**config.mk**
```make
export PLATFORM = sky130hd
export DESIGN_NAME = jtframe_sdram_romctl
export DESIGN_NICKNAME = d
export VERILOG_FILES = /design/src/rtl/jtframe_sdram_cmd.sv /design/src/rtl/jtframe_sdram_rfsh.sv /design/src/rtl/jtframe_sdram_romctl.sv
export SDC_FILE = /design/constraint.sdc
export NUM_CORES = 1
export LEC_CHECK = 0
export ABC_AREA = 1
export CORE_UTILIZATION = 52
export CTS_BUF_LIST = sky130_fd_sc_hd__clkbuf_16
export DETAILED_ROUTE_END_ITERATION = 12
export GPL_TIMING_DRIVEN = 1
export HOLD_SLACK_MARGIN = 0.03
export MAX_ROUTING_LAYER = met4
export PLACE_DENSITY = 0.84
export SETUP_SLACK_MARGIN = 0.2
export SYNTH_ARGS = -nofsm -noshare
export SYNTH_HDL_FRONTEND = slang
export SYNTH_SLANG_ARGS = --single-unit
export TNS_END_PERCENT = 10
```
**constraint.sdc**
```tcl
create_clock -name clk -period 2.3 [get_ports clk]
set_input_delay 0.345 -clock clk [delete_from_list [all_inputs] [get_ports clk]]
set_output_delay 0.345 -clock clk [all_outputs]
set_load 0.02 [all_outputs]
```
**src/rtl/jtframe_sdram_cmd.sv**
```systemverilog
// Shared SDRAM command encodings and mode-register builder.
// {ncs,nras,ncas,nwe} ordering on every command constant.
package jtframe_sdram_cmd;

    localparam logic [3:0] CMD_NOP  = 4'b0111;
    localparam logic [3:0] CMD_ACT  = 4'b0011;
    localparam logic [3:0] CMD_READ = 4'b0101;
    localparam logic [3:0] CMD_PRE  = 4'b0010;
    localparam logic [3:0] CMD_REF  = 4'b0001;
    localparam logic [3:0] CMD_MRS  = 4'b0000;

    localparam int BURST_LEN = 2;

    // Single-write mode, sequential burst, CAS latency and burst length.
    function automatic logic [12:0] mode_reg(input int cl, input int bl);
        logic [2:0] bl_code;
        if (bl == 1)
            bl_code = 3'd0;
        else if (bl == 2)
            bl_code = 3'd1;
        else if (bl == 4)
            bl_code = 3'd2;
        else
            bl_code = 3'd3;
        return {3'b000, 1'b1, 2'b00, 3'(cl), 1'b0, bl_code};
    endfunction

endpackage

```
**src/rtl/jtframe_sdram_rfsh.sv**
```systemverilog
// Auto-refresh interval timer with a sticky pending flag.
// An expiry while already pending merges into one refresh.
module jtframe_sdram_rfsh #(
    parameter int PERIOD = 750
) (
    input  logic clk,
    input  logic rst,
    input  logic en,
    input  logic ack,
    output logic pending
);

    localparam int CW = $clog2(PERIOD + 1);

    logic [CW-1:0] cnt;
    logic          pend_q;
    logic          expire;

    assign expire  = en && (cnt == '0);
    // Expiry is visible in the same cycle so IDLE can favour it.
    assign pending = pend_q | expire;

    always_ff @(posedge clk) begin
        if (rst) begin
            cnt    <= CW'(PERIOD - 1);
            pend_q <= 1'b0;
        end else begin
            if (en)
                cnt <= expire ? CW'(PERIOD - 1) : cnt - CW'(1);
            if (ack)
                pend_q <= 1'b0;
            else if (expire)
                pend_q <= 1'b1;
        end
    end

endmodule

```
**src/rtl/jtframe_sdram_romctl.sv**
```systemverilog
// Read-only SDRAM controller: init, auto-refresh, ACT + READ/AP burst-of-2.
// All pin outputs are registered; one wait counter serves every state.
module jtframe_sdram_romctl
    import jtframe_sdram_cmd::*;
#(
    parameter int         SDRAMW      = 22,
    parameter logic [1:0] BANK        = 2'd0,
    parameter int         CL          = 2,
    parameter int         T_INIT      = 10000,
    parameter int         T_RCD       = 2,
    parameter int         T_RP        = 2,
    parameter int         T_RFC       = 8,
    parameter int         RFSH_PERIOD = 750
) (
    input  logic              clk,
    input  logic              rst,
    input  logic              sdram_req,
    input  logic [SDRAMW-1:0] sdram_addr,
    output logic              sdram_ack,
    output logic              data_dst,
    output logic              data_rdy,
    output logic [15:0]       data_read,
    output logic              init_done,
    input  logic [15:0]       sdram_dq,
    output logic [12:0]       sdram_a,
    output logic [1:0]        sdram_ba,
    output logic              sdram_ncs,
    output logic              sdram_nras,
    output logic              sdram_ncas,
    output logic              sdram_nwe,
    output logic              sdram_dqml,
    output logic              sdram_dqmh,
    output logic              sdram_cke
);

    localparam int WW = $clog2(T_INIT + T_RFC + T_RP + T_RCD + CL + 8);
    // Extra precharge wait beyond the data phase, if auto-precharge needs it.
    localparam int RP_EXTRA = (T_RP > CL + 1) ? (T_RP - CL - 1) : 0;

    typedef enum logic [3:0] {
        ST_INIT_WAIT,
        ST_INIT_PRE,
        ST_INIT_REF,
        ST_INIT_MRS,
        ST_IDLE,
        ST_ACT,
        ST_RCD,
        ST_READ,
        ST_DATA,
        ST_RP,
        ST_REF
    } state_t;

    state_t        state;
    logic [WW-1:0] wcnt;
    logic [2:0]    ref_left;
    logic [8:0]    col;
    logic [3:0]    cmd;
    logic          dqm;
    logic          rfsh_pending;
    logic          rfsh_ack;

    assign {sdram_ncs, sdram_nras, sdram_ncas, sdram_nwe} = cmd;
    assign sdram_ba   = BANK;
    assign sdram_dqml = dqm;
    assign sdram_dqmh = dqm;
    assign sdram_cke  = 1'b1;
    assign rfsh_ack   = (state == ST_IDLE) && rfsh_pending;

    jtframe_sdram_rfsh #(
        .PERIOD (RFSH_PERIOD)
    ) u_rfsh (
        .clk     (clk),
        .rst     (rst),
        .en      (init_done),
        .ack     (rfsh_ack),
        .pending (rfsh_pending)
    );

    always_ff @(posedge clk) begin
        if (rst) begin
            state     <= ST_INIT_WAIT;
            wcnt      <= WW'(T_INIT - 1);
            ref_left  <= 3'd0;
            col       <= 9'd0;
            cmd       <= CMD_NOP;
            sdram_a   <= 13'd0;
            sdram_ack <= 1'b0;
            data_dst  <= 1'b0;
            data_rdy  <= 1'b0;
            init_done <= 1'b0;
            dqm       <= 1'b1;
            data_read <= 16'd0;
        end else begin
            cmd       <= CMD_NOP;
            sdram_ack <= 1'b0;
            data_dst  <= 1'b0;
            data_rdy  <= 1'b0;
            data_read <= sdram_dq;
            unique case (state)
                ST_INIT_WAIT: begin
                    if (wcnt == '0) begin
                        cmd     <= CMD_PRE;
                        sdram_a <= 13'h0400;
                        wcnt    <= WW'(T_RP - 1);
                        state   <= ST_INIT_PRE;
                    end else begin
                        wcnt <= wcnt - WW'(1);
                    end
                end
                ST_INIT_PRE: begin
                    if (wcnt == '0) begin
                        cmd      <= CMD_REF;
                        sdram_a  <= 13'd0;
                        wcnt     <= WW'(T_RFC - 1);
                        ref_left <= 3'd7;
                        state    <= ST_INIT_REF;
                    end else begin
                        wcnt <= wcnt - WW'(1);
                    end
                end
                ST_INIT_REF: begin
                    if (wcnt != '0) begin
                        wcnt <= wcnt - WW'(1);
                    end else if (ref_left == 3'd0) begin
                        cmd     <= CMD_MRS;
                        sdram_a <= mode_reg(CL, BURST_LEN);
                        wcnt    <= WW'(1);
                        state   <= ST_INIT_MRS;
                    end else begin
                        cmd      <= CMD_REF;
                        ref_left <= ref_left - 3'd1;
                        wcnt     <= WW'(T_RFC - 1);
                    end
                end
                ST_INIT_MRS: begin
                    if (wcnt == '0) begin
                        init_done <= 1'b1;
                        dqm       <= 1'b0;
                        state     <= ST_IDLE;
                    end else begin
                        wcnt <= wcnt - WW'(1);
                    end
                end
                ST_IDLE: begin
                    if (rfsh_pending) begin
                        cmd   <= CMD_REF;
                        wcnt  <= WW'(T_RFC - 1);
                        state <= ST_REF;
                    end else if (sdram_req) begin
                        cmd       <= CMD_ACT;
                        sdram_a   <= 13'(sdram_addr[SDRAMW-1:9]);
                        col       <= sdram_addr[8:0];
                        sdram_ack <= 1'b1;
                        state     <= ST_ACT;
                    end
                end
                ST_ACT: begin
                    wcnt  <= WW'(T_RCD - 2);
                    state <= ST_RCD;
                end
                ST_RCD: begin
                    if (wcnt == '0) begin
                        cmd     <= CMD_READ;
                        sdram_a <= {2'b00, 1'b1, 1'b0, col};
                        state   <= ST_READ;
                    end else begin
                        wcnt <= wcnt - WW'(1);
                    end
                end
                ST_READ: begin
                    wcnt  <= '0;
                    state <= ST_DATA;
                end
                ST_DATA: begin
                    wcnt <= wcnt + WW'(1);
                    if (wcnt == WW'(CL - 1))
                        data_dst <= 1'b1;
                    if (wcnt == WW'(CL))
                        data_rdy <= 1'b1;
                    if (wcnt == WW'(CL + 1)) begin
                        if (RP_EXTRA > 0) begin
                            wcnt  <= WW'(RP_EXTRA - 1);
                            state <= ST_RP;
                        end else begin
                            state <= ST_IDLE;
                        end
                    end
                end
                ST_RP, ST_REF: begin
                    if (wcnt == '0)
                        state <= ST_IDLE;
                    else
                        wcnt <= wcnt - WW'(1);
                end
                default: state <= ST_INIT_WAIT;
            endcase
        end
    end

endmodule
```
; ---- Word-level counts from Yosys, hierarchy flattened
; Cells that the tools add are included.
[totals]
regBits = 79
inputBits = 41
out_inout_bits = 42
word_cells = 111
[classes]
n_addsub = 4
n_eq_ne = 26
muxes = 41
n_bitwise = 4
n_reduce_logical = 22
[op_table]
columns = cell, n
row1 = $pmux 14 s7, 1
row2 = $mux 13, 7
row3 = $mux 14, 5
row4 = $pmux 13 s5, 1
row5 = $mux 4, 9
row6 = $pmux 4 s9, 1
row7 = $eq 14x2->1 const B, 2
row8 = $mux 3, 9
row9 = $ne 2x2->1 const B, 11
row10 = $eq 4x3->1 const B, 4
row11 = $reduce_and 8->1, 2
row12 = $pmux 3 s5, 1
row13 = $add 14x1->14 const B, 1
row14 = $eq 14x1->1 const B, 1
row15 = $logic_not 14->1, 1
row16 = $reduce_bool 14->1, 1
row17 = $sub 14x1->14 const B, 1
row18 = $eq 4x4->1 const B, 3
row19 = $logic_not 10->1, 1
row20 = $mux 10, 1
row21 = $sub 10x1->10 const B, 1
row22 = $eq 4x2->1 const B, 2
row23 = $reduce_bool 7->1, 1
row24 = $pmux 3 s2, 1
row25 = 19 further kinds, 29

; ---- Logic depth before layout (Yosys ltp)
[depth]
depth_word = 5
ltp_mapped = 14
mapped_depth_nobuf = 13

; ---- By module
; From an unflattened synthesis, not the netlist that was laid out.
[hier_totals]
hier_cells = 623
area_unflattened_um2 = 4362.9
[modules_own_cells]
columns = mod, n_inst, cells_per_inst, area_per_inst_um2, seq_area_each_um2
row1 = jtframe_sdram_romctl, 1, 539, 3746.1, 1341.3
row2 = jtframe_sdram_rfsh, 1, 84, 616.8, 220.2

; ---- Worst setup path after synthesis
; Ideal clock, no wire load.
[synth_timing]
path_kind = flip-flop to flip-flop
start = register wcnt[0]
end = register wcnt[4]
setup_ns = 0.118
arrival_ns = 1.637
setup_slack_ns = 0.545
stages_incl_launch_ff = 13
n_path_buf = 1
period_less_slack_ns = 1.755
path_cell_list = dfxtp_1 -> inv_1 -> ha_1 -> nand2_1 -> nor2_4 -> nand2_4 -> buf_6 -> nand2_1 -> nand2_1 -> inv_2 -> nor2_1 -> nor3_1 -> nor2_1
[synth_between]
elab_chain_len = 3
[synth_lines]
columns = item, line
row1 = start: declaration, jtframe_sdram_romctl.sv:55  ; logic [WW-1:0] wcnt;
row2 = start signal: assignment, jtframe_sdram_romctl.sv:83  ; wcnt <= WW'(T_INIT - 1);
row3 = start signal: assignment, jtframe_sdram_romctl.sv:105  ; wcnt <= WW'(T_RP - 1);
row4 = start signal: assignment, jtframe_sdram_romctl.sv:108  ; wcnt <= wcnt - WW'(1);
row5 = $sub 14x1->14 (tied with other cells), --
row6 = $mux 14 (tied with other cells), "jtframe_sdram_romctl.sv:137, jtframe_sdram_romctl.sv:163, jtframe_sdram_romctl.sv:191"
row7 = $pmux 14 s7 or $reduce_and 3->1 (tied branches), --
; Parallel ways exist; a longest one is shown, timed or not. The select of a mux whose other input is x is not followed.
; A chain may end at the register's enable or synchronous reset.

; ---- Worst setup path after layout
[layout_timing]
start = register wcnt[1]
end = register ref_left[0]
[layout_between]
elab_chain_len = 3
[layout_lines]
columns = item, line
row1 = $logic_not 14->1 or $reduce_bool 14->1 (tied branches), "jtframe_sdram_romctl.sv:112, jtframe_sdram_romctl.sv:123"
row2 = $ne 2x2->1 (no source line), --
row3 = $reduce_and 4->1 (no source line) *, --
row4 = end signal: assignment, jtframe_sdram_romctl.sv:132  ; ref_left <= ref_left - 3'd1;
row5 = end: declaration, jtframe_sdram_romctl.sv:56  ; logic [2:0] ref_left;
; Every way passes the cells marked *; elsewhere a longest branch is shown, timed or not.

==> metrics.md <==
| Metric | Value |
|---|---|
| Status | finished, final reports clean |
| Grt total ovfl | 0 |
| Hold/Removal Path Class | register to register |
| WP data arrival | 2.14 ns |
| Hold_sp | col[5] |
| CP startpoint | wcnt[1] |
| FF/Latch Area | around 1600 um^2 |
| Htree depth | 3 |
| Num rows | 32 |
| Detailed Place HPWL | between 7000 and 8000 um |
| Warnings, synthesis | 0 |
| Max-Cap Viols | 0 |
| DR vias | roughly 4,400 |
| Area of the multi-input gates | approximately 2200 um^2 |
| Avg Inst Size Synth | around 6.5 um^2 |
| Number of antenna violations at the first check in global routing | 0 |
| Cell Count, Final, Fillers Out | approximately 840 |
| Total CTS buffers | 9 |
| VDD IR max | about 0.32 mV |
| Setup crit start kind | register |
| DRT iter0 DRCs | between 300 and 400 |
| Clk buf depth | 2 |
| Core Area | 7810 um^2 |
| Fin util | 0.696 |
| Hold_ws | about 0.45 ns |
| Final Worst Setup Slack | about 0.38 ns |
| Clk root buf | clkbuf_16 |
| Ant diodes | 0 |
| RSZ-0062 raised after global routing | true |
| Final net count | 784 |
| Synth area leaders | dfxtp_1, nand2_1, inv_1 |
| Final setup fails | 0 |
| Busiest grt layer | met2 |
| Layout cells sized above 1 | 0.0771 |
| CTS sink cnt | between 70 and 80 |
| Initial core utilization | 0.542 |
| Pin count of the biggest net entering global routing | 37 |
| Pleak | about 2.4 nW |
| Die area | approximately 8500 um^2 |
| Required time of the critical path | between 2 and 3 ns |
| All-layer global routing usage | 0.276 |
| Yosys reg bits | between 70 and 80 |
| Hold buffers post-CTS | 0 |
| Total power | between 2 and 3 mW |
| Setup TNS | 0 ns |
| Setup clock skew after layout | approximately 0.0085 ns |
| GR Util met2 | 0.451 |
| Global routing usage on met3 | 0.0498 |
| Post-synth top area cell | dfxtp_1 |
| Placed insts | roughly 820 |
| Die H | 92.2 um |
| Vias in the first global route | 4,076 |
| Die W | ~90 um |
| Top-area cell type share of the netlist area | 0.369 |
| Crit end category | register |
| CTS tree | built |
| Routed vias/inst | 5.18 |
| Routed WL per cell | approximately 13 um |
| Io pins | 83 |
| Final Max Slew Viols | 0 |
| Reg2Reg Launch Point | wcnt[1] |
| Final min period | ~1.9 ns |
| First-pass GRT wire length | around 18,000 um |
| Fin crit share | 0.833 |
| Worst slack, placed | between 0.0004 and 0.0005 ns |
| Setup CP Type | register to register |
| Residual DRC count | 0 |
| R2R setup slack | around 0.38 ns |
| Power per cell area | 551 nW/um^2 |
| Netlist cell types | 40 |
| Synth-to-Final Area Change | 28.4% |
| Total Wirelength | between 10,000 and 15,000 um |
| Critical Path Fanout Max | 16 |
| Sequential area share after synthesis | 0.369 |
| Detail Route Antenna Nets | 0 |
| Met1 Use GR | 0.331 |
| Fill cell count | around 660 |
| Input/output buffers | a little under 80 |
| FMAX | 522 MHz |
| Post-Syn Area | between 4000 and 5000 um^2 |
| Final Hold Viols | 0 |
| CTS clk-pin slew, worst paths | ~0.060 ns |
| Latest clock arrival within the worst-skew pair | 0.34 ns |
| DRT Pass-1 Iters | 5 |
| Gate Count Post-Synth | between 600 and 700 |
| Placer Congestion | slightly above 1 |
| Post-route design area | between 5000 and 6000 um^2 |
| DP Area | about 5100 um^2 |
Yosys cell counts, drive strengths merged:
cell	n
nand2	164
inv	107
nor2	106
dfxtp	78
o21ai	46
nand3	35
a21oi	30
nand4	19
buf	18
xor2	10
clkbuf	8
ha	8
nor3	6
nand3b	3
or2	3
conb	2
o211ai	2
o21a	2
a211oi	1
a21o	1
a31oi	1
and2	1
nor3b	1
o2111ai	1
o22ai	1
o31ai	1
worst paths after layout:
kind                      end  depth (start not counted)
setup reg to reg  ref_left[0]                          9
hold / removal         col[5]                          2
hold reg to reg        col[5]                          2
setup / recovery  ref_left[0]                          9
cell families (layout without fill, tap and decap cells):
kind of cell    Yosys count  count (layout)  synth area share
flops                    78              78             0.369
other cells               2               4           0.00177
fa+ha+maj                 8               8            0.0236
compound gates           86              86             0.113
buf+inv                 133             215             0.132
xor+xnor                 10              10            0.0207
simple gates            338             338             0.341
power by group:
group          internal, mW  total [mW]  switching, mW
Sequential             1.37        1.38         0.0119
Clock                 0.832        1.39          0.559
Combinational         0.118       0.224          0.106
Total                  2.32        3.00          0.677
state kept, by name, summed over array words and instances (netlist names), 3 cells and up:
signal / flops
ref_left: 3
data_read: 16
wcnt: 14
state: 4
cmd: 3
col: 9
u_rfsh.cnt: 10
sdram_a: 13
critical path, cell delays in order (launching register included):
cell and delay, ns:
dfxtp_1 0.35, inv_1 0.15, ha_4 0.18, nand2_1 0.11, nor2_4 0.17, nand2_8 0.13
inv_1 0.18, nand4_1 0.20, o21ai_0 0.26, a21oi_1 0.06
per-layer routing:
layer | share of wire | vias up
li1 | - | 2184
met1 | 0.43 | 1996
met2 | 0.49 | 145
met3 | 0.055 | 30
met4 | 0.022 | 0
met5 | 0 | -
area by class of cell:
cell class / count / area share
clock inverters: 6 / 0.0113
inverters: 107 / 0.0739
repair buffers: 93 / 0.164
well taps: 102 / 0.0235
flip-flops and latches: 78 / 0.287
clock buffers: 9 / 0.0414
multi-input cells: 446 / 0.398
cell usage in the layout, fill, tap and decap left out, types with 2 or more instances in the layout:
cell	instances
a21oi_1	28
buf_4	15
clkbuf_16	9
clkdlybuf4s50_1	78
clkinv_2	3
conb_1	4
dfxtp_1	78
ha_1	7
inv_1	100
inv_2	7
nand2_1	162
nand3_1	33
nand3b_1	3
nand4_1	19
nor2_1	99
nor2_2	4
nor2_4	3
nor3_1	6
o21a_1	2
o21ai_0	42
o21ai_1	2
or2_2	3
xor2_1	10
timing repair:
| action | in CTS | in global routing |
|---|---|---|
| setup endpoints to repair | 19 | 32 |
| buffers inserted | 0 | 4 |
| gates resized for setup | 3 | 5 |
| pin swaps | 0 | 2 |
Power figures use the tool's default switching activity.
